## src/rtl/ws2801_receiver.sv

```systemverilog
// ws2801_receiver: deserialises WS2801 sClk/sIn into pixels and latched frames
module ws2801_receiver #(
  parameter int LEDS = 50,
  parameter int LATCH_CYCLES = 6250
) (
  input  logic                       clk,
  input  logic                       rst,
  input  logic                       sClk,
  input  logic                       sIn,
  output logic                       pixel_v,
  output logic [23:0]                pixel_rgb,
  output logic [$clog2(LEDS)-1:0]    pixel_idx,
  output logic                       frame_done,
  output logic [$clog2(LEDS+1)-1:0]  frame_leds,
  output logic [24*LEDS-1:0]         rgb_frame,
  output logic                       overflow,
  output logic                       partial
);
  localparam int IW = $clog2(LEDS);
  localparam int CW = $clog2(LEDS+1);
  localparam int LW = $clog2(LATCH_CYCLES);
  typedef enum logic [1:0] {IDLE, RECEIVE, DONE} state_t;
  state_t state, state_nx;
  logic s1, s2, s3, d1, d2, armed;
  logic [1:0] sync_fill;
  logic [23:0] sh, word;
  logic [4:0] bit_cnt;
  logic [CW-1:0] pix_cnt;
  logic ovf_work;
  logic [24*LEDS-1:0] wbuf;
  logic [LW-1:0] idle_cnt;
  logic sclk_edge, take, timeout;
  always_comb begin
    sclk_edge = s2 & ~s3 & armed;
    take = sclk_edge & (state != DONE);
    word = {sh[22:0], d2};
    timeout = (state == RECEIVE) & ~s2 & (idle_cnt == LW'(LATCH_CYCLES-1));
    state_nx = state == DONE ? IDLE : take ? RECEIVE : timeout ? DONE : state;
  end
  always_ff @(posedge clk) begin
    if (rst) begin
      state <= IDLE;
      {s1, s2, s3, d1, d2, armed} <= '0;
      sync_fill <= '0;
      sh <= '0;
      bit_cnt <= '0;
      pix_cnt <= '0;
      ovf_work <= 1'b0;
      wbuf <= '0;
      idle_cnt <= '0;
      pixel_v <= 1'b0;
      pixel_rgb <= '0;
      pixel_idx <= '0;
      frame_done <= 1'b0;
      frame_leds <= '0;
      rgb_frame <= '0;
      overflow <= 1'b0;
      partial <= 1'b0;
    end else begin
      state <= state_nx;
      s1 <= sClk;
      s2 <= s1;
      // s3 freezes in DONE so an edge landing there is still seen in IDLE
      s3 <= state == DONE ? s3 : s2;
      d1 <= sIn;
      d2 <= d1;
      // arm only once s2 carries real pin data, not the reset value
      sync_fill <= sync_fill == 2'd2 ? sync_fill : sync_fill + 2'd1;
      armed <= armed | ((sync_fill == 2'd2) & ~s2);
      pixel_v <= take && bit_cnt == 5'd23;
      frame_done <= state == DONE;
      idle_cnt <= (state != RECEIVE || take) ? '0 : s2 ? idle_cnt : idle_cnt + LW'(1);
      if (take) begin
        sh <= word;
        if (bit_cnt == 5'd23) begin
          bit_cnt <= '0;
          pixel_rgb <= word;
          pixel_idx <= pix_cnt < CW'(LEDS) ? IW'(pix_cnt) : IW'(LEDS-1);
          if (pix_cnt < CW'(LEDS)) begin
            wbuf[24*pix_cnt +: 24] <= word;
            pix_cnt <= pix_cnt + CW'(1);
          end else
            ovf_work <= 1'b1;
        end else
          bit_cnt <= bit_cnt + 5'd1;
      end
      if (state == DONE) begin
        rgb_frame <= wbuf;
        wbuf <= '0;
        frame_leds <= pix_cnt;
        overflow <= ovf_work;
        partial <= bit_cnt != 5'd0;
        pix_cnt <= '0;
        bit_cnt <= '0;
        ovf_work <= 1'b0;
      end
    end
  end
endmodule

```

## config.mk

```make
export PLATFORM = sky130hd
export DESIGN_NAME = ws2801_receiver
export DESIGN_NICKNAME = d
export VERILOG_FILES = /design/src/rtl/ws2801_receiver.sv
export SDC_FILE = /design/constraint.sdc
export NUM_CORES = 2
export LEC_CHECK = 0
export CAP_MARGIN = 15
export CORE_UTILIZATION = 30
export DETAILED_ROUTE_END_ITERATION = 8
export PLACE_DENSITY_LB_ADDON = 0.1
export SETUP_SLACK_MARGIN = 0.05
export SLEW_MARGIN = 25
export SYNTH_ARGS = -nofsm -noshare
export SYNTH_HDL_FRONTEND = slang
export SYNTH_SLANG_ARGS = --single-unit
```

## constraint.sdc

```tcl
create_clock -name clk -period 12 [get_ports clk]
set_clock_uncertainty 0.05 [all_clocks]
set_input_delay 2.4 -clock clk [delete_from_list [all_inputs] [get_ports clk]]
set_output_delay 2.4 -clock clk [all_outputs]
set_load 0.005 [all_outputs]
```

Word-level counts from Yosys, hierarchy flattened
Cells that the tools add are included.

Register bits: 2498. Output and inout port bits: 1240.

Add/sub/neg operators: 5. Multiply operators: 1. $lt $le $gt $ge: 1. Equality and inequality tests: 7. Shifts and indexed selects: 2. Multiplexer cells: 5. Bitwise gates (word level): 10. Reduce and logical (&&, ||, !) cells: 10.

Operators with widths (count): 1200-bit bitwise mux (1); 24-bit by 34-bit variable shift with 1200-bit output (first input constant) (1); 24-bit by 34-bit indexed part select with 1200-bit output (1); 11-bit negation with 34-bit output (1); 13-bit by 1-bit adder with 13-bit output (second input constant) (1); 13-bit == test (second input constant) (1); 2-bit by 6-bit multiplier with 8-bit output (first input constant) (1); 6-bit by 1-bit adder with 6-bit output (second input constant) (1); 1-bit AND (6); 6-bit < comparator (second input constant) (1); 6-bit 2-to-1 mux (1); 3-bit AND reduction (2); 5-bit by 1-bit adder with 5-bit output (second input constant) (1); 5-bit == test (second input constant) (1); 5-bit 2-to-1 mux (1); 5-bit nonzero test (1); 2-bit == test (second input constant) (2); 2-bit OR reduction (2); 1-bit NOT (3); 3-bit OR reduction (1); 2-bit by 1-bit adder with 2-bit output (second input constant) (1); 2-bit by 1-bit == test with 1-bit output (second input constant) (1); 1-bit 2-to-1 mux (2); 2-bit by 1-bit inequality test with 1-bit output (second input constant) (1); 6 further kinds (6).

Depth between registers and ports, before layout
Depth after elaboration: 6. Depth in mapped cells: 19.

Worst setup path before layout
OpenSTA, ideal clock, no wires.

Kind: register -> register. From: register pix_cnt[1]. To: register wbuf[886]. Arrival: 4.325 ns. Data required time: 11.864 ns. Slack: 7.539 ns. Stages on the path, launching flop included: 19. Clock period less this slack: 4.461 ns. Cells stage by stage: dfxtp_1 ha_1 fa_1 clkbuf_1 nor3_1 nand2_1 a21o_1 nor2_1 ha_1 nand4_1 or4b_1 buf_4 a211oi_2 buf_4 and2_1 buf_6 buf_6 nor2_1 a211oi_1.

Word-level cells in the longest chain between the ends: 4. Elaborated cells between the ends (all ways): 7. Classes of those cells: 1 x add/sub; 1 x mul; 1 x order compare; 2 x shift; 1 x mux; 1 x reduce/logical.

Ends and longest elaborated chain: from (decl) (line 28) `logic [CW-1:0] pix_cnt;`; from (signal assigned) (line 81) `pix_cnt <= pix_cnt + CW'(1);`; 2-bit by 6-bit multiplier with 8-bit output (line 80) `wbuf[24*pix_cnt +: 24] <= word;`; 11-bit negation with 34-bit output (line 80); 24-bit by 34-bit indexed part select with 1200-bit output or 24-bit by 34-bit variable shift with 1200-bit output (tied branches) (line 80); 1200-bit bitwise mux (line 80); to (signal, indexed assignment) (line 80); to (decl) (line 30) `logic [24*LEDS-1:0] wbuf;`.

Several ways; a longest one is shown, not always the timed one. A chain may end at the register's enable or synchronous reset.

Worst setup path after layout
From: register pix_cnt[0]. To: register wbuf[1014].

Same word-level chain as after synthesis.

==> results_dict.tcl <==
set metrics [dict create \
    synth_edf_count 0 \
    viasPerCell 5.26 \
    yosysMostFrequentCell "dfxtp_1" \
    numClockSinks 2498 \
    fin_setup_tns_ps 0 \
    antenna_found_initial 20 \
    track_usage 0.267 \
    clock_latency_ps 920 \
    cts_hold_buf 0 \
    worst_ep_arrival_time_ps 8630 \
    hold_class "reg -> reg" \
    ys_ff_latch 2498 \
    fp-row-count 195 \
    pin_count 1244 \
    synth-async-reset-ratio 0 \
    cap_violations 0 \
    nets 9805 \
    netlist_top_cells_count "dfxtp_1, nand2_1, a22o_1, a21oi_1, clkbuf_1" \
    fmax_ghz 0.127 \
    start_util 0.302 \
    drc 0 \
    ctsResizeCount 0 \
    fin_crit_ps 7870 \
    wirelength_um 400000 \
    overflow 0 \
    grt_max_degree 214 \
    clkTransAtPathRegs_ps 60 \
    root_buffer "clkbuf_16" \
    yosys-top-cells-area "dfxtp_1, a22o_1, nand2_1" \
    ys_types 78 \
    drtIter0Drc 6059 \
    core_sq_mm 0.283 \
    io_buffer_count 1243 \
    gp_congestion 0.902 \
    finalSetupViolCount 0 \
    crit_required_ps 12760 \
    placed_area_sq_mm 0.102 \
    powerDensity_mw_per_mm2 156 \
    status "finished, final reports clean" \
    drive_above_1_share 0.0763 \
    clock_path_buffers 4 \
    grt_pass1_wl_um 548000 \
    slew_headroom 0.240 \
    antenna_left 0 \
    pre_cts_ws_ps 4300 \
    vias 72300 \
    whs_ps 390 \
    yosys.area.top_type "dfxtp_1" \
    cts_setup_buffers 0 \
    synth_ff_type "dfxtp_1" \
    drt_pass1_iterations 6 \
    cts_inserted_buffers 285 \
    worstSetupStartpointType "flop" \
    setup_ws_ps 4130 \
    wl_per_cell_um 29.1 \
    end_kind "flop" \
    critPathMaxFanout 77 \
    ys_seq_area_frac 0.584 \
    period_share 0.656 \
    synthCells 8820 \
    die_h_um 536 \
    rsz0062_at_grt "no" \
    cts_max_level 5 \
    design_area_sq_mm 0.111 \
    fillers 27700 \
    cts_tree "built" \
    syn_to_final_growth_pct 30.1 \
    worstMarginPinSlew_ps 1130 \
    critPathKind "reg -> reg" \
    leakage_nw 38.7 \
    yosys_warnings 0 \
    finalMaxSlewViolations 0 \
    grt_pass1_vias 68000 \
    die_w_um 536 \
    ir_worst_vdd_v 0.0000984 \
    hpwl_um 283000 \
    die_area_sq_mm 0.287 \
    final_hold_viol_count 0 \
    syn_area_sq_mm 0.0856 \
    synth_nets 8841 \
    synth_area_per_cell_sq_um 9.70 \
    synth.top_cell.area_share 0.584 \
]
-- per-layer routing --
layer  track usage  vias to the layer above  wire [um]
li1              -                    33500          -
met3        0.0716                      490      32400
met1         0.351                    35600     173000
met2         0.420                     2713     179000
met4        0.0925                        4      14900
met5             0                        -         27
-- placed cells by master (no fill, tap or decap), types with 10 or more instances in the layout --
cell,n
a21oi_1,856
clkbuf_1,56
o21ai_0,132
clkdlybuf4s50_1,1242
ha_1,14
clkbuf_16,288
nand3_1,503
nand4_1,11
a31oi_1,16
a211oi_1,128
dfxtp_1,2497
and3_1,17
clkinv_8,11
o22ai_1,46
a22o_1,1241
inv_1,27
nand2b_1,21
or2_2,12
nor2b_1,11
buf_12,11
o211a_1,10
nand2_1,1468
nor2_1,471
mux2i_1,169
nor3_1,68
nor3_2,14
nor2_2,16
nand3b_1,11
clkbuf_8,63
a32oi_1,15
clkinv_2,49
a31o_2,13
xor2_1,13
buf_4,137
bufinv_16,17
or3_1,34
and2_1,52
o211ai_1,17
-- logic make-up after synthesis --
family	count (synthesis)	share of synthesized area
AND/OR/NAND/NOR	2781	0.139
buffers and inverters	747	0.0345
AO/OA/AOI/OAI	2574	0.216
flip-flops	2498	0.584
adder cells (fa/ha/maj)	17	0.00257
multiplexers	176	0.0207
XOR/XNOR	27	0.00276
-- path summary, 6_finish.rpt --
| check | from | endpoint | slack, ps | depth (start not counted) |
|---|---|---|---|---|
| setup / recovery | pix_cnt[0] | wbuf[1014] | 4130 | 15 |
| hold / removal | wbuf[476] | rgb_frame[476] | 390 | 1 |
| setup reg to reg | pix_cnt[0] | wbuf[1014] | 4130 | 15 |
| hold reg to reg | wbuf[476] | rgb_frame[476] | 390 | 1 |
-- area by class of cell --
| cell class | count | area [sq um] | area share |
|---|---|---|---|
| Sequential cell | 2498 | 50000 | 0.449 |
| Inverter | 28 | 105 | 0.000944 |
| Timing Repair Buffer | 1396 | 13800 | 0.124 |
| Tap cell | 3743 | 4680 | 0.0421 |
| Clock buffer | 407 | 8280 | 0.0744 |
| Clock inverter | 97 | 1220 | 0.0110 |
| Antenna cell | 6 | 15.0 | 0.000135 |
| Multi-Input combinational cell | 5575 | 33300 | 0.299 |
-- sequential cells by signal, summed over array words and instances, names as in the netlist, 6 cells and up --
| signal | cells |
|---|---|
| frame_leds | 6 |
| idle_cnt | 13 |
| pix_cnt | 6 |
| pixel_idx | 6 |
| pixel_rgb | 24 |
| rgb_frame | 1200 |
| sh | 23 |
| wbuf | 1200 |
-- power breakdown --
group	switching, W	internal [W]	total (W)
sequential	0.00000402	0.00830	0.00830
clock	0.00367	0.00521	0.00888
combinational	0.000164	0.0000200	0.000184
-- metrics by stage --
| step | utilization | power (W) | cells |
|---|---|---|---|
| after floorplan | - | 0.00861 | 8820 |
| after global placement | 0.359 | 0.00866 | 13200 |
| after detailed placement | 0.359 | 0.00867 | 13200 |
| after CTS | 0.393 | 0.0175 | 13700 |
| after global routing | 0.393 | 0.0179 | 13700 |
| final | 0.393 | 0.0174 | 13800 |
-- worst max-delay path, cell delays in order (launching register included) --
cell and delay [ps]:
dfxtp_4 950, ha_1 450, fa_1 590, nor3_1 770
nand2_1 220, a21o_1 270, nor2_1 150, ha_2 350
nand4_1 410, or4b_1 890, a21boi_4 620, buf_4 610
buf_4 350, and2_0 710, nor2_1 100, a211oi_1 250
(Power assumes the default switching activity.)
